`config.mk`:
```
export PLATFORM = sky130hd
export DESIGN_NAME = sc_pulse_sched
export DESIGN_NICKNAME = d
export VERILOG_FILES = /design/src/rtl/sc_pkg.sv /design/src/rtl/sc_req_latch.sv /design/src/rtl/sc_pulse_sched.sv
export SDC_FILE = /design/constraint.sdc
export NUM_CORES = 1
export LEC_CHECK = 0
export BUFFER_PORTS_ARGS = -buffer_cell sky130_fd_sc_hd__clkbuf_2
export CORE_MARGIN = 2
export CORE_UTILIZATION = 40
export CTS_CLUSTER_SIZE = 12
export DETAILED_ROUTE_END_ITERATION = 12
export PLACE_DENSITY = 0.64
export RECOVER_POWER = 50
export SYNTH_ARGS = -nofsm -noshare
export SYNTH_HDL_FRONTEND = slang
export SYNTH_HIERARCHICAL = 1
export SYNTH_SLANG_ARGS = --single-unit
```
`constraint.sdc`:
```
create_clock -name bclk -period 4.8 [get_ports bclk]
set_input_delay 0.72 -clock bclk [delete_from_list [all_inputs] [get_ports bclk]]
set_output_delay 0.72 -clock bclk [all_outputs]
set_load 0.02 [all_outputs]
```
`src/rtl/sc_pkg.sv`:
```
// Shared types and constants for the special-command pulse scheduler.
// Holds the FSM/pulse-type encodings, the grant priority order and the default widths.
package sc_pkg;

    localparam int DEF_DELAY_W   = 6;
    localparam int DEF_CAL_WIDTH = 8;
    localparam int DEF_HOLDOFF   = 4;
    localparam int DEF_PERIOD_W  = 12;

    typedef enum logic [1:0] {
        ST_IDLE  = 2'd0,
        ST_DELAY = 2'd1,
        ST_PULSE = 2'd2,
        ST_HOLD  = 2'd3
    } sched_state_t;

    typedef enum logic [1:0] {
        PT_NONE = 2'd0,
        PT_CAL  = 2'd1,
        PT_DTP  = 2'd2,
        PT_HPR  = 2'd3
    } pulse_type_t;

    // Highest priority sits in the most significant slot.
    localparam logic [5:0] PRIO_ORDER = {PT_HPR, PT_CAL, PT_DTP};

    // Bit position of each type in the {hpr, dtp, cal} request/ovf vectors.
    function automatic logic [1:0] type_bit(input pulse_type_t t);
        case (t)
            PT_DTP:  type_bit = 2'd1;
            PT_HPR:  type_bit = 2'd2;
            default: type_bit = 2'd0;
        endcase
    endfunction

    function automatic pulse_type_t pick_winner(input logic [2:0] pend);
        pulse_type_t cand;
        pick_winner = PT_NONE;
        for (int i = 2; i >= 0; i--) begin
            cand = pulse_type_t'(PRIO_ORDER[2*i +: 2]);
            if (pick_winner == PT_NONE && pend[type_bit(cand)]) begin
                pick_winner = cand;
            end
        end
    endfunction

    function automatic int max3(input int a, input int b, input int c);
        int m;
        m = (a > b) ? a : b;
        max3 = (m > c) ? m : c;
    endfunction

endpackage

```
`src/rtl/sc_req_latch.sv`:
```
// Pending bit plus sticky drop flag for one request type.
module sc_req_latch (
    input  logic bclk,
    input  logic rstb,
    input  logic strobe,
    input  logic clr,
    input  logic ovf_clr,
    output logic pending,
    output logic ovf
);

    logic drop;

    // A strobe landing on the grant that clears the bit simply re-arms it.
    assign drop = strobe && pending && !clr;

    always_ff @(posedge bclk) begin
        if (!rstb) begin
            pending <= 1'b0;
            ovf     <= 1'b0;
        end else begin
            if (strobe) begin
                pending <= 1'b1;
            end else if (clr) begin
                pending <= 1'b0;
            end
            if (drop) begin
                ovf <= 1'b1;
            end else if (ovf_clr) begin
                ovf <= 1'b0;
            end
        end
    end

endmodule

```
`src/rtl/sc_pulse_sched.sv`:
```
// Special-command pulse scheduler: latches requests, grants by priority, delays, shapes and holds off.
// Define SC_PERIODIC_HPR_EN to add the internal periodic HPR-clear timer.
module sc_pulse_sched
    import sc_pkg::*;
#(
    parameter int DELAY_W   = DEF_DELAY_W,
    parameter int CAL_WIDTH = DEF_CAL_WIDTH,
    parameter int HOLDOFF   = DEF_HOLDOFF,
    parameter int PERIOD_W  = DEF_PERIOD_W
) (
    input  logic                bclk,
    input  logic                rstb,
    input  logic                sched_en,
    input  logic [DELAY_W-1:0]  cfg_delay,
    input  logic [PERIOD_W-1:0] cfg_hpr_period,
    input  logic                req_cal,
    input  logic                req_dtp,
    input  logic                req_hpr,
    input  logic                ovf_clr,
    output logic                cal_pulse,
    output logic                dtp_pulse,
    output logic                hpr_clear,
    output logic                busy,
    output logic [2:0]          ovf
);

    localparam int CNT_W = max3(DELAY_W, $clog2(CAL_WIDTH + 1), $clog2(HOLDOFF + 1));
    localparam logic [CNT_W-1:0] CAL_LAST  = CNT_W'(CAL_WIDTH - 1);
    localparam logic [CNT_W-1:0] HOLD_LAST = CNT_W'(HOLDOFF - 1);

    sched_state_t     state, state_next;
    pulse_type_t      cur_type, type_next, winner;
    logic [CNT_W-1:0] cnt, cnt_next;
    logic             grant, hpr_tick;
    logic [2:0]       req_vec, pending, grant_clr;

`ifdef SC_PERIODIC_HPR_EN
    logic [PERIOD_W-1:0] period_cnt;

    // ">=" keeps the counter from running past a period that was lowered on the fly.
    assign hpr_tick = (cfg_hpr_period != '0) &&
                      (period_cnt >= cfg_hpr_period - PERIOD_W'(1));

    always_ff @(posedge bclk) begin
        if (!rstb || cfg_hpr_period == '0 || hpr_tick) begin
            period_cnt <= '0;
        end else begin
            period_cnt <= period_cnt + PERIOD_W'(1);
        end
    end
`else
    logic unused_period;
    assign unused_period = ^cfg_hpr_period;
    assign hpr_tick      = 1'b0;
`endif

    assign req_vec = {req_hpr | hpr_tick, req_dtp, req_cal};

    for (genvar g = 0; g < 3; g++) begin : g_latch
        sc_req_latch u_latch (
            .bclk    (bclk),
            .rstb    (rstb),
            .strobe  (req_vec[g]),
            .clr     (grant_clr[g]),
            .ovf_clr (ovf_clr),
            .pending (pending[g]),
            .ovf     (ovf[g])
        );
    end

    always_comb begin
        state_next = state;
        type_next  = cur_type;
        cnt_next   = cnt;
        grant      = 1'b0;
        grant_clr  = '0;
        winner     = pick_winner(pending);
        case (state)
            ST_IDLE: begin
                if (sched_en && pending != '0) begin
                    grant                     = 1'b1;
                    grant_clr[type_bit(winner)] = 1'b1;
                    type_next                 = winner;
                    if (cfg_delay != '0) begin
                        state_next = ST_DELAY;
                        cnt_next   = CNT_W'(cfg_delay) - CNT_W'(1);
                    end else begin
                        state_next = ST_PULSE;
                        cnt_next   = (winner == PT_CAL) ? CAL_LAST : '0;
                    end
                end
            end
            ST_DELAY: begin
                if (cnt == '0) begin
                    state_next = ST_PULSE;
                    cnt_next   = (cur_type == PT_CAL) ? CAL_LAST : '0;
                end else begin
                    cnt_next = cnt - CNT_W'(1);
                end
            end
            ST_PULSE: begin
                if (cnt == '0) begin
                    state_next = ST_HOLD;
                    cnt_next   = HOLD_LAST;
                end else begin
                    cnt_next = cnt - CNT_W'(1);
                end
            end
            default: begin
                if (cnt == '0) begin
                    state_next = ST_IDLE;
                    type_next  = PT_NONE;
                end else begin
                    cnt_next = cnt - CNT_W'(1);
                end
            end
        endcase
    end

    always_ff @(posedge bclk) begin
        if (!rstb) begin
            state    <= ST_IDLE;
            cur_type <= PT_NONE;
            cnt      <= '0;
        end else begin
            state    <= state_next;
            cur_type <= type_next;
            cnt      <= cnt_next;
        end
    end

    // Outputs are registered from the next state so each pulse is glitch-free.
    always_ff @(posedge bclk) begin
        if (!rstb) begin
            cal_pulse <= 1'b0;
            dtp_pulse <= 1'b0;
            hpr_clear <= 1'b0;
        end else begin
            cal_pulse <= (state_next == ST_PULSE) && (type_next == PT_CAL);
            dtp_pulse <= (state_next == ST_PULSE) && (type_next == PT_DTP);
            hpr_clear <= (state_next == ST_PULSE) && (type_next == PT_HPR);
        end
    end

    // The IDLE grant cycle already belongs to the sequence.
    assign busy = (state != ST_IDLE) || grant;

endmodule

```
# Word-level counts from Yosys, hierarchy flattened
# Index checks and enable logic that the tools add are counted.
# totals
ff_bits,19
inputBits,25
# op_classes
n_addsub,2
eq_ne,12
n_mux,39
n_lt_le_gt_ge,2
n_reduce_logical,32
# op_table
op,n
6-bit two-way mux,5
2-bit two-way mux,12
6-bit case mux with 3 select lines,1
2-bit nonzero test,7
1-bit logical AND,13
1-bit two-way mux,13
2-bit == test (second input constant),6
3-bit two-way mux,4
6-bit by 1-bit subtractor with 6-bit output (second input constant),2
2-bit by 1-bit == test with 1-bit output (second input constant),4
2-bit case mux with 2 select lines,2
2-bit logical NOT,3
6-bit logical NOT,1
2-bit case mux with 3 select lines,1
6-bit nonzero test,1
4-bit by 1-bit != test with 1-bit output (second input constant),1
1-bit logical NOT,3
2-bit by 3-bit < comparator with 1-bit output (second input constant),1
3-bit nonzero test,1
1-bit demux with 2-bit select,1
2-bit by 1-bit greater-or-equal comparator with 1-bit output (second input constant),1
2-bit != test (second input constant),1
2-bit AND reduction,1
2-bit OR reduction,1
1-bit logical OR,1

# Longest topological paths before layout
# Gate-level depths: netlist of run 1.
# depth
depth_word,20
ltp_mapped,8

# By module
# The synthesis of run 1 kept the hierarchy.
# modules_own_cells
module,area_each_um2,cells_per_inst,instances
sc_pulse_sched,1086.0,138,1
sc_req_latch,71.3,6,3

# Worst setup path before layout of run 1
# Ideal clock, no wire load.
# synth_path
path_kind,in2reg
from,input port cfg_delay[0]
to,register dtp_pulse
n_path_buf,0
path_stages,7
t_arrival_ns,2.297
slack_ns,2.416
setup_time_ns,0.087
cell_sequence,inv_1 ha_1 or3b_4 or4_1 a211oi_2 nor2_1 nor4b_2
# synth_between
elab_chain_len,6
# synth_rtl
item,line_no,source
start: declaration,sc_pulse_sched.sv:14,"input logic [DELAY_W-1:0] cfg_delay,"
6-bit nonzero test,sc_pulse_sched.sv:84,if (cfg_delay != '0) begin
2-bit two-way mux,sc_pulse_sched.sv:84,
2-bit two-way mux,sc_pulse_sched.sv:80,if (sched_en && pending != '0) begin
2-bit case mux with 3 select lines,sc_pulse_sched.sv:78,case (state)
2-bit == test,sc_pulse_sched.sv:140,dtp_pulse <= (state_next == ST_PULSE) && (type_next == PT_DTP);
1-bit logical AND,sc_pulse_sched.sv:140,
end signal: assignment,sc_pulse_sched.sv:140,
end: declaration,sc_pulse_sched.sv:21,"output logic dtp_pulse,"
# Every way passes these cells.
# A chain may end at the register's enable or synchronous reset.

# Worst setup path after layout of run 1
# layout_path
from,register cnt[0]
to,register cnt[5]
# layout_between
elab_chain_len,3
# layout_rtl
item,line_no,source
start: declaration,sc_pulse_sched.sv:33,"logic [CNT_W-1:0] cnt, cnt_next;"
start signal: assignment,sc_pulse_sched.sv:128,cnt <= cnt_next;
6-bit by 1-bit subtractor with 6-bit output or 6-bit logical NOT (tied branches),-,
6-bit two-way mux (tied with other cells),sc_pulse_sched.sv:110,if (cnt == '0) begin
6-bit case mux with 3 select lines or 2-bit AND reduction (tied branches),-,
# Several ways; a longest one is shown, not always the timed one. The select of a mux whose other input is x is not followed.

==> flow_summary.rst, run 1 <==
.. list-table::
   :header-rows: 1

   * - Metric
     - Value
   * - Area of all placed cells without fillers
     - 0.00144 mm²
   * - Maximum ir drop on the vdd rail
     - between 150 and 200 µV
   * - Post-Synthesis Net Count
     - approximately 190
   * - Pin count of the biggest net entering global routing
     - 20
   * - Setup-failing EPs final
     - 0
   * - Clock Power Share
     - a little under an eighth
   * - Filler cells
     - 302
   * - Netlist area before placement
     - ~0.0013 mm²
   * - Most common library cell in the layout ignoring fill and taps
     - sky130_fd_sc_hd__dfxtp_1
   * - Count of flip-flops with a built-in enable after synthesis
     - 0
   * - Iter 0 DRT Violations
     - 61
   * - Slew @ Worst Pin
     - roughly 900 ps
   * - Slowest stage cell, crit path
     - sky130_fd_sc_hd__nor4b_1
   * - Vias in the first global route
     - ~1100
   * - Clock-pin slew of the registers on the worst-case setup and hold paths
     - about 120 ps
   * - Global-route wire length before repair
     - 4940 µm
   * - Placed Instances
     - approximately 220
   * - Post-synth top flop
     - sky130_fd_sc_hd__dfxtp_1
   * - Unrepaired setup endpoints after global routing
     - no
   * - Switching Share
     - between 40% and 50%
   * - Routed length per placed instance
     - 13.7 µm
   * - Number of buffer cells added on primary ports
     - 19
   * - Average instance area after synthesis
     - roughly 8.3 µm²
   * - Count of different cell masters after synthesis
     - 52
   * - Worst hold path startpoint
     - cnt[1]
   * - Sum of negative setup slack
     - 0 ps
   * - Wire length after detailed routing
     - ~3000 µm
   * - Post-layout minimum cycle time
     - about 2800 ps
   * - FF/Latch Area
     - about 380 µm²
   * - Core area
     - 0.00308 mm²
   * - Critical Path RT
     - roughly 5000 ps
   * - Area of the die
     - between 0.003 and 0.004 mm²
   * - Cells along the critical path
     - inv_1 -> ha_1 -> nor4b_1 -> nand2_1 -> o41ai_2 -> a21oi_1 -> o32ai_1
   * - Number of DRC violations after detailed routing
     - 0
   * - Routed vias
     - between 1000 and 1500
   * - Total area of multi-input combinational cells
     - 847 µm²
   * - Internal
     - 0.000398 W
   * - Fraction of power consumed by sequential logic
     - about 30%
   * - Cts repair resizes
     - 0
   * - Num rows
     - 20
   * - Arrival time of data at the critical path endpoint
     - around 3000 ps
   * - HPWL reported at the end of detailed placement
     - 2300 µm
   * - Worst min-delay path category
     - register to register
   * - Setup slack, reg-to-reg
     - ~2000 ps
   * - Post-layout util
     - a little under half
   * - R2r worst-path depth
     - 7
   * - Async S/R FF share, synth
     - 0%
   * - Final cell count without fillers
     - 220
   * - Max Fanout on Critical Path
     - 6
   * - Bufs and invs on worst path
     - 1
   * - Highest attainable clock frequency
     - roughly 0.36 GHz
   * - Final max-slew violation count
     - 0
   * - CTS buffer count
     - 3
   * - Seq/Total Area, Yosys
     - 29.3%
   * - Worst Hold Margin
     - ~500 ps
   * - Capturing point of the worst reg2reg path
     - cnt[5]
   * - End point of the worst hold path
     - cnt[1]
   * - Area Overhead vs Synth
     - 11.0%
   * - # nets final
     - 208
   * - Final hold violation count
     - 0
   * - Clock tree root driver cell
     - sky130_fd_sc_hd__clkbuf_4
   * - Maximum single-stage delay on the critical path
     - around 760 ps
   * - Count of cells along the worst hold path
     - 2
   * - X dimension of the die
     - between 60 and 70 µm
   * - Initial core utilization
     - 42.2%
   * - Weighted congestion reported at the end of routability-driven placement
     - about 0.87
   * - Critical path class
     - register to register
   * - Setup crit end kind
     - register
   * - Run status
     - finished clean
   * - Relative slew margins
     - between 30 and 40%
   * - Clock Tree Buf Depth
     - 2
   * - I/O pin cnt
     - 32
   * - Overall track demand over capacity in global routing
     - approximately 18%
   * - Antenna diode instance count
     - 0
   * - Kind of cell adding the most delay to the critical path
     - simple AND/OR/NAND/NOR gates
   * - Startpoint of the worst register-to-register path
     - cnt[0]
   * - Standby leakage power
     - between 0.5 and 0.6 nW
   * - Drt via density
     - between 5 and 6
   * - H-tree levels
     - 1
   * - Count of antenna-violating nets left after detailed routing
     - 0
   * - Kind of launch point of the worst setup path
     - register
   * - Number of synthesized register bits
     - 19
   * - Post-route fraction of the period consumed by the critical path
     - 57.5%
   * - Worst-case clock skew
     - between 10 and 15 ps
   * - Share of layout cells above drive strength 1
     - between 10 and 15%
   * - Number of warnings printed during yosys synthesis
     - 6
   * - Portion of total power attributed to combinational logic
     - 58.5%
   * - Placed cell areas
     - between 0.001 and 0.0015 mm²
   * - Number of iterations in the first detailed-routing pass
     - 4
   * - Die Y-Extent
     - 61.0 µm
   * - Clock sink count
     - 19
   * - Number of setup buffers added after CTS
     - 0
   * - Maximum Capacitance Violations
     - 0
   * - Most frequent cells in the layout
     - sky130_fd_sc_hd__dfxtp_1, sky130_fd_sc_hd__nand2_1, sky130_fd_sc_hd__clkbuf_2
   * - Gate count of the mapped netlist
     - ~160
   * - Clk Latency, worst-skew pair
     - 310 ps
   * - Power density normalized to cell area
     - approximately 520 mW/mm²
   * - Hold_buf cts
     - 0
   * - Switching power total
     - 0.000354 W
   * - CTS tree
     - done
   * - Overall overflow remaining after global route
     - 0
   * - Number of antenna violations at the first check in global routing
     - 0
[through the flow]
step	setup WS [ps]	total power, W
final	2040	0.000752
after global placement	2180	0.000675
after floorplan	2420	0.000578
after CTS	2460	0.000763
after global routing	1810	0.000815
after detailed placement	2150	0.000676
[layout make-up]
type / count / share of cell area [%]
tap: 44 / 3.82
timing repair buffer: 19 / 6.07
multi-input combinational: 122 / 58.7
sequential: 19 / 26.4
clock buffer: 3 / 1.56
clock inverter: 1 / 0.347
inverter: 12 / 3.12
[worst max-delay path by stage]
stage          cells after the start         to  slack [ps]         start
3_3_place_gp                       8  dtp_pulse        2180  cfg_delay[0]
2_1_floorplan                      7  dtp_pulse        2420  cfg_delay[0]
4_1_cts                            4       busy        2460      state[0]
3_5_place_dp                       8  dtp_pulse        2150  cfg_delay[0]
5_1_grt                            7     cnt[5]        1810        cnt[0]
6_report                           7     cnt[5]        2040        cnt[0]
[cells in the mapped netlist (all sizes together) (2+ instances only)]
master   n  area share (%)
a211oi   2             1.5
a31o     4             2.7
ha       6             5.8
and2     3             1.4
o21ai    8             3.1
nand2b   3             1.4
a22oi    2             1.2
a211o    3             2.0
nor4b    2             3.0
nand2   15             4.3
nor2    11             3.2
or3      2            0.96
a21oi    4             1.5
o22ai    3             1.4
o221ai   2             1.3
o21a     5             2.9
buf      2            0.67
mux2i    2             1.5
nand3    7             2.7
a31oi    2            0.96
nor2b    5             2.4
nor3b    2             1.5
and3b    4             2.7
dfxtp   19              29
nor3     4             1.5
inv     12             3.5
xnor2    2             1.3
[kinds of logic after synthesis]
family,share of synthesized area (%)
simple gates,29.0
compound gates,28.0
flops,29.3
buf+inv,4.43
fa+ha+maj,5.77
xor+xnor,2.02
mux,1.54
[metal layers]
| layer | up-vias | GRT usage [%] | part of all wire (%) |
|---|---|---|---|
| met3 | 8 | 2.52 | 5.5 |
| met1 | 591 | 24.6 | 48 |
| met4 | 0 | 7.45 | 1.8 |
| li1 | 621 | - | - |
| met5 | - | 0 | 0 |
| met2 | 51 | 27.8 | 45 |
[worst min-delay path: stages, from the launching register on]
cell,delay [ps]
sky130_fd_sc_hd__dfxtp_1,340
sky130_fd_sc_hd__nand3_1,60
sky130_fd_sc_hd__o21ai_0,60
[state kept, by name (all words and copies together) (netlist names)]
| register | count |
|---|---|
| state | 2 |
| hpr_clear | 1 |
| g_latch.u_latch/ovf | 3 |
| g_latch.u_latch/pending | 3 |
| dtp_pulse | 1 |
| cal_pulse | 1 |
| cnt | 6 |
| cur_type | 2 |
[power groups by stage]
stage	registers (W)	clock network, W	logic [W]
6_report	0.000227	0.0000853	0.000440
5_1_grt	0.000233	0.0000945	0.000488
4_1_cts	0.000231	0.0000884	0.000444
3_5_place_dp	0.000234	0	0.000441
3_3_place_gp	0.000233	0	0.000442
2_1_floorplan	0.000229	0	0.000349
No activity file was read; power rests on OpenSTA's default activity.
==> inputs of run 2 (changes only) <==
clock period = 2.8 ns   (was 4.8 ns; I/O delays follow)
==> run 2 against run 1 <==
Die area unchanged; wire length increased by 2.7%; first-iteration DRC count down 43%; highest routed layer unchanged; hold slack got worse by 150 ps; global-route usage grew 0.25 points; combinational power rose by 77%; core utilization rose by 0.61 points; critical path type unchanged; non-clock buffer count up 1; design area grew 1.3%; setup slack lost 1500 ps; clock power rose by 68%; fmax increased by 23%.
==> flow_summary.rst, run 2 (synthesis gave the netlist of run 1 again) <==
.. list-table::
   :header-rows: 1

   * - Metric
     - Value
   * - Clock Power Share
     - 10.9% (-0.4 points)
   * - Internal
     - 0.000698 W (+75%)
   * - Fraction of power consumed by sequential logic
     - 30.2% (about the same)
   * - Most frequent cells in the layout
     - sky130_fd_sc_hd__dfxtp_1, sky130_fd_sc_hd__nand2_1, sky130_fd_sc_hd__clkbuf_2
   * - Number of iterations in the first detailed-routing pass
     - 4 (unchanged)
   * - Worst min-delay path category
     - input port to register
   * - Relative slew margins
     - 60.0% (+20 points)
   * - Global-route wire length before repair
     - 5000 µm (+1.3%)
   * - Worst-case clock skew
     - 6.32 ps (-5.86 ps)
   * - FF/Latch Area
     - 380 µm² (unchanged)
   * - Power density normalized to cell area
     - 902 mW/mm² (+73%)
   * - Setup-failing EPs final
     - 0 (unchanged)
   * - Portion of total power attributed to combinational logic
     - 59.0% (+0.5 points)
   * - Maximum Capacitance Violations
     - 0 (unchanged)
   * - Weighted congestion reported at the end of routability-driven placement
     - 0.873 (+0.66%)
   * - Registers with the most flip-flops
     - cnt: 6 flops, g_latch.u_latch/ovf: 3 flops, g_latch.u_latch/pending: 3 flops
   * - Maximum ir drop on the vdd rail
     - 377 µV (+110%)
   * - Max Fanout on Critical Path
     - 6 (unchanged)
   * - Number of buffer cells added on primary ports
     - 19 (unchanged)
   * - Most common library cell in the layout ignoring fill and taps
     - sky130_fd_sc_hd__dfxtp_1
   * - Clk Latency, worst-skew pair
     - 300 ps (about the same)
   * - Core area
     - 0.00308 mm² (unchanged)
   * - Global Route met2 Usage
     - 30.6% (+2.8 points)
   * - Vias in the first global route
     - 1168 (+6.8%)
   * - CTS buffer count
     - 3 (unchanged)
   * - Overall track demand over capacity in global routing
     - 18.0% (+0.25 points)
   * - Critical Path RT
     - 3050 ps (-1970 ps)
   * - Routed length per placed instance
     - 14.0 µm (+2.2%)
   * - Area Overhead vs Synth
     - 12.4%
   * - CTS tree
     - done
   * - Clock Tree Buf Depth
     - 2 (unchanged)
   * - Filler cells
     - 315 (+4.3%)
   * - Switching power total
     - 0.000621 W (+75%)
   * - Count of antenna-violating nets left after detailed routing
     - 0 (unchanged)
   * - Slew @ Worst Pin
     - 593 ps (-299 ps)
   * - Clock-pin slew of the registers on the worst-case setup and hold paths
     - 120 ps (about the same)
   * - X dimension of the die
     - 61.0 µm (unchanged)
   * - Top Usage Layer GRT
     - met2
   * - Initial core utilization
     - 42.2% (unchanged)
   * - Number of DRC violations after detailed routing
     - 0 (unchanged)
   * - Sum of negative setup slack
     - 0 ps (unchanged)
   * - H-tree levels
     - 1 (unchanged)
   * - Arrival time of data at the critical path endpoint
     - 2490 ps (-490 ps)
   * - Post-layout minimum cycle time
     - 2240 ps (-518 ps)
   * - Num rows
     - 20 (unchanged)
   * - Iter 0 DRT Violations
     - 35 (-43%)
   * - Clock tree root driver cell
     - sky130_fd_sc_hd__clkbuf_4
   * - Number of antenna violations at the first check in global routing
     - 0 (unchanged)
   * - GRT met1 Usage
     - 23.1% (-1.5 points)
   * - Number of setup buffers added after CTS
     - 0 (unchanged)
   * - Post-route fraction of the period consumed by the critical path
     - 80.0% (+23 points)
   * - Drt via density
     - 5.63 (-2.5%)
   * - Unrepaired setup endpoints after global routing
     - no
   * - Switching Share
     - 47.1% (about the same)
   * - Largest register by flop count
     - cnt
   * - Number of flip-flops in the largest register
     - 6 (unchanged)
   * - Hold_buf cts
     - 0 (unchanged)
   * - Final hold violation count
     - 0 (unchanged)
   * - # nets final
     - 209 (+0.48%)
   * - Setup crit end kind
     - register
   * - Final max-slew violation count
     - 0 (unchanged)
   * - Cts repair resizes
     - 0 (unchanged)
   * - Wire length after detailed routing
     - 3090 µm (+2.7%)
   * - Overall overflow remaining after global route
     - 0 (unchanged)
   * - Run status
     - finished clean
   * - Total area of multi-input combinational cells
     - 862 µm² (+1.8%)
   * - Share of layout cells above drive strength 1
     - 14.7% (+0.48 points)
   * - Kind of launch point of the worst setup path
     - register
   * - Standby leakage power
     - 0.605 nW (+1.9%)
   * - I/O pin cnt
     - 32 (unchanged)
   * - Area of the die
     - 0.00372 mm² (unchanged)
   * - HPWL reported at the end of detailed placement
     - 2360 µm (+2.5%)
   * - Antenna diode instance count
     - 0 (unchanged)
   * - Routed vias
     - 1245 (-2.0%)
   * - Post-layout util
     - 47.5% (+0.61 points)
   * - Critical path class
     - register to register
   * - Die Y-Extent
     - 61.0 µm (unchanged)
   * - Clock sink count
     - 19 (unchanged)
   * - Pin count of the biggest net entering global routing
     - 20 (unchanged)
   * - GRT met3 Usage
     - 2.73% (+0.21 points)
   * - Highest attainable clock frequency
     - 0.446 GHz (+23%)
run 2: path summary, 6_finish.rpt:
path / start / end / slack [ps] / cells past startpoint
worst max-delay path: cnt[0] / cnt[0] / 560 / 7
worst min-delay path: req_cal / g_latch[0].u_latch/pending / 350 / 2
worst max register to register: cnt[0] / cnt[0] / 560 / 7
worst min register to register: cnt[1] / cnt[1] / 500 / 2
run 2: stage by stage:
stage                     area (µm²)  setup slack [ps]  total power, W  hold slack [ps]  std cells
after global routing            1460               358         0.00142              334        221
after global placement          1450               481         0.00117              487        217
final                           1460               559         0.00132              347        221
after CTS                       1470               587         0.00133              340        221
after detailed placement        1450               451         0.00118              491        217
after floorplan                 1300               716        0.000990              465        156
run 2: area by class of cell:
| type | instances | share of cell area [%] |
|---|---|---|
| tap | 44 | 3.77 |
| inverter | 12 | 3.08 |
| clock buffer | 3 | 1.54 |
| multi-input combinational | 122 | 59.0 |
| timing repair buffer | 20 | 6.25 |
| sequential | 19 | 26.0 |
| clock inverter | 1 | 0.342 |
run 2: layer usage:
metal / vias up / wire length [µm] / part of all wire (%)
met2: 35 / 1460 / 47
li1: 622 / - / -
met1: 582 / 1420 / 46
met3: 6 / 169 / 5.5
met5: - / 0 / 0
met4: 0 / 34 / 1.1
run 2: worst max-delay path, cell delays in order (launching register included):
cell	delay [ps]
sky130_fd_sc_hd__dfxtp_1	370
sky130_fd_sc_hd__inv_1	90
sky130_fd_sc_hd__ha_1	270
sky130_fd_sc_hd__nor4b_4	400
sky130_fd_sc_hd__nand2_1	190
sky130_fd_sc_hd__o41ai_2	520
sky130_fd_sc_hd__a221o_1	200
sky130_fd_sc_hd__o2111a_1	160
run 2: power groups by stage:
stage          logic, W  clock network [W]  registers (W)
5_1_grt        0.000855           0.000162       0.000406
3_3_place_gp   0.000767                  0       0.000400
2_1_floorplan  0.000598                  0       0.000393
4_1_cts        0.000778           0.000151       0.000396
3_5_place_dp   0.000774                  0       0.000403
6_report       0.000778           0.000143       0.000398
==> inputs of run 3 (changes only) <==
clock period = 2.2 ns   (was 2.8 ns; I/O delays follow)
==> run 3 against run 2 <==
First-iteration DRC count increased by 8.6%; combinational power increased by 44%; register-to-register slack got worse by 450 ps; clock power increased by 34%; largest power group unchanged; count of clock-buffer cells in the layout unchanged.
==> flow_summary.rst, run 3 (synthesis gave the netlist of run 1 again) <==
.. list-table::
   :header-rows: 1

   * - Metric
     - Value
   * - Run status
     - finished clean
   * - Final max-slew violation count
     - 0 (unchanged)
   * - Kind of cell adding the most delay to the critical path
     - simple AND/OR/NAND/NOR gates
   * - Worst hold path startpoint
     - req_cal
   * - Slowest stage cell, crit path
     - sky130_fd_sc_hd__or4b_4
   * - Initial core utilization
     - 42.2% (unchanged)
   * - Area of the die
     - 0.00372 mm² (unchanged)
   * - Clock-pin slew of the registers on the worst-case setup and hold paths
     - 130 ps (about the same)
   * - Most common library cell in the layout ignoring fill and taps
     - sky130_fd_sc_hd__dfxtp_1
   * - Placed cell areas
     - 0.00151 mm² (+4.2%)
   * - Count of antenna-violating nets left after detailed routing
     - 0 (unchanged)
   * - CTS tree
     - done
   * - Setup-failing EPs final
     - 0 (unchanged)
   * - CTS buffer count
     - 3 (unchanged)
   * - Most frequent cells in the layout
     - sky130_fd_sc_hd__dfxtp_1, sky130_fd_sc_hd__nand2_1, sky130_fd_sc_hd__clkbuf_2
   * - Area of all placed cells without fillers
     - 0.00154 mm² (+5.6%)
   * - Registers with the most flip-flops
     - cnt: 6 flops, g_latch.u_latch/ovf: 3 flops, g_latch.u_latch/pending: 3 flops
   * - Num rows
     - 20 (unchanged)
   * - Final hold violation count
     - 0 (unchanged)
   * - Worst Hold Margin
     - 240 ps (-107 ps)
   * - Bufs and invs on worst path
     - 1 (unchanged)
   * - Post-layout minimum cycle time
     - 2090 ps (-152 ps)
   * - Unrepaired setup endpoints after global routing
     - yes
   * - Setup crit end kind
     - register
   * - Cells along the critical path
     - inv_1 -> ha_2 -> or4b_4 -> nor2_1 -> o21a_1 -> o21ai_0 -> a32o_1
   * - # nets final
     - 219 (+4.8%)
   * - Number of antenna violations at the first check in global routing
     - 0 (unchanged)
   * - Routed length per placed instance
     - 13.9 µm (-0.49%)
   * - Overall track demand over capacity in global routing
     - 18.9% (+0.92 points)
   * - Maximum single-stage delay on the critical path
     - 510 ps (about the same)
   * - Post-route fraction of the period consumed by the critical path
     - 94.9% (+15 points)
   * - Wire length after detailed routing
     - 3210 µm (+4.0%)
   * - Maximum Capacitance Violations
     - 0 (unchanged)
   * - Kind of launch point of the worst setup path
     - register
   * - Pin count of the biggest net entering global routing
     - 20 (unchanged)
   * - Capturing point of the worst reg2reg path
     - cnt[3]
   * - Core area
     - 0.00308 mm² (unchanged)
   * - Area Overhead vs Synth
     - 18.7%
   * - Startpoint of the worst register-to-register path
     - cnt[0]
   * - Share of layout cells above drive strength 1
     - 20.3% (+5.6 points)
   * - Number of buffer cells added on primary ports
     - 19 (unchanged)
   * - Power density normalized to cell area
     - 1180 mW/mm² (+31%)
   * - Critical path class
     - register to register
   * - Setup slack, reg-to-reg
     - 110 ps (-450 ps)
   * - Critical Path RT
     - 2430 ps (-620 ps)
   * - Clock sink count
     - 19 (unchanged)
   * - Weighted congestion reported at the end of routability-driven placement
     - 0.930 (+6.5%)
   * - Max Fanout on Critical Path
     - 6 (unchanged)
   * - Number of DRC violations after detailed routing
     - 0 (unchanged)
   * - Relative slew margins
     - 59.8% (-0.21 points)
   * - R2r worst-path depth
     - 7 (unchanged)
   * - Number of iterations in the first detailed-routing pass
     - 4 (unchanged)
   * - Slew @ Worst Pin
     - 603 ps (+9.61 ps)
   * - Antenna diode instance count
     - 0 (unchanged)
   * - Drt via density
     - 5.52 (-1.9%)
   * - HPWL reported at the end of detailed placement
     - 2470 µm (+4.6%)
   * - Overall overflow remaining after global route
     - 0 (unchanged)
   * - Routed vias
     - 1276 (+2.5%)
   * - H-tree levels
     - 1 (unchanged)
   * - Iter 0 DRT Violations
     - 38 (+8.6%)
   * - Arrival time of data at the critical path endpoint
     - 2320 ps (-170 ps)
   * - I/O pin cnt
     - 32 (unchanged)
   * - Clock tree root driver cell
     - sky130_fd_sc_hd__clkbuf_4
   * - Count of cells along the worst hold path
     - 2 (unchanged)
   * - Die Y-Extent
     - 61.0 µm (unchanged)
   * - End point of the worst hold path
     - g_latch[0].u_latch/pending
   * - Worst-case clock skew
     - 18.1 ps (+11.8 ps)
   * - Number of flip-flops in the largest register
     - 6 (unchanged)
   * - X dimension of the die
     - 61.0 µm (unchanged)
   * - Worst min-delay path category
     - input port to register
   * - Clock Tree Buf Depth
     - 2 (unchanged)
   * - Global-route wire length before repair
     - 5250 µm (+5.0%)
   * - Clk Latency, worst-skew pair
     - 320 ps (+20 ps)
   * - Largest register by flop count
     - cnt
   * - Hold_buf cts
     - 0 (unchanged)
   * - Highest attainable clock frequency
     - 0.479 GHz (+7.3%)
   * - Maximum ir drop on the vdd rail
     - 536 µV (+42%)
   * - Vias in the first global route
     - 1158 (-0.86%)
   * - Standby leakage power
     - 0.654 nW (+8.1%)
## run 3: cell types whose count changed in the layout (fill, tap and decap cells not counted)
cell / previous run / this run
sky130_fd_sc_hd__buf_4: 0 / 10
sky130_fd_sc_hd__ha_1: 6 / 5
sky130_fd_sc_hd__ha_2: 0 / 1
sky130_fd_sc_hd__or4b_1: 1 / 0
sky130_fd_sc_hd__or4b_4: 0 / 1
## run 3: what timing repair did
action	CTS	global route
setup buffers	0	2
resized for setup	0	2
endpoints found under the setup margin	0	7
endpoints found under the hold margin	0	0
## run 3: metrics by stage
stage	std cells	total power, W	util (%)	setup TNS [ps]	worst slack (ps)
final	231	0.00182	50.1	0	112
after global routing	231	0.00197	50.1	-77.7	-25.5
after CTS	229	0.00176	49.8	0	55.6
after detailed placement	225	0.00156	48.9	-5.46	-5.46
after global placement	225	0.00155	48.9	0	32.5
after floorplan	156	0.00126	-	0	206
## run 3: power by group
part | total, W | switching [W] | internal (W)
logic | 0.00112 | 0.000613 | 0.000510
clock network | 0.000192 | 0.000124 | 0.0000679
registers | 0.000507 | 0.0000886 | 0.000418
total | 0.00182 | 0.000826 | 0.000997
## run 3: layout make-up
class / instances / area [µm²]
Multi-Input combinational cell: 122 / 868
Tap cell: 44 / 55.1
Inverter: 12 / 45.0
Sequential cell: 19 / 380
Clock inverter: 1 / 5.00
Timing Repair Buffer: 30 / 166
Fill cell: 305 / 1540
Clock buffer: 3 / 22.5
## run 3: worst max path at each step
stage | start | endpoint | depth (start not counted) | slack, ps
6_report | cnt[0] | cnt[3] | 7 | 110
5_1_grt | cnt[0] | cal_pulse | 7 | -30
4_1_cts | cnt[0] | cal_pulse | 7 | 60
3_5_place_dp | cfg_delay[0] | cal_pulse | 8 | -5
3_3_place_gp | cfg_delay[0] | dtp_pulse | 8 | 30
2_1_floorplan | cfg_delay[0] | dtp_pulse | 7 | 210
## run 3: metal layers
| layer | up-vias | routed length [µm] | track usage [%] |
|---|---|---|---|
| li1 | 645 | - | - |
| met1 | 593 | 1520 | 25.8 |
| met2 | 34 | 1470 | 30.9 |
| met3 | 4 | 189 | 2.52 |
| met4 | 0 | 34 | 6.52 |
| met5 | - | 0 | 0 |
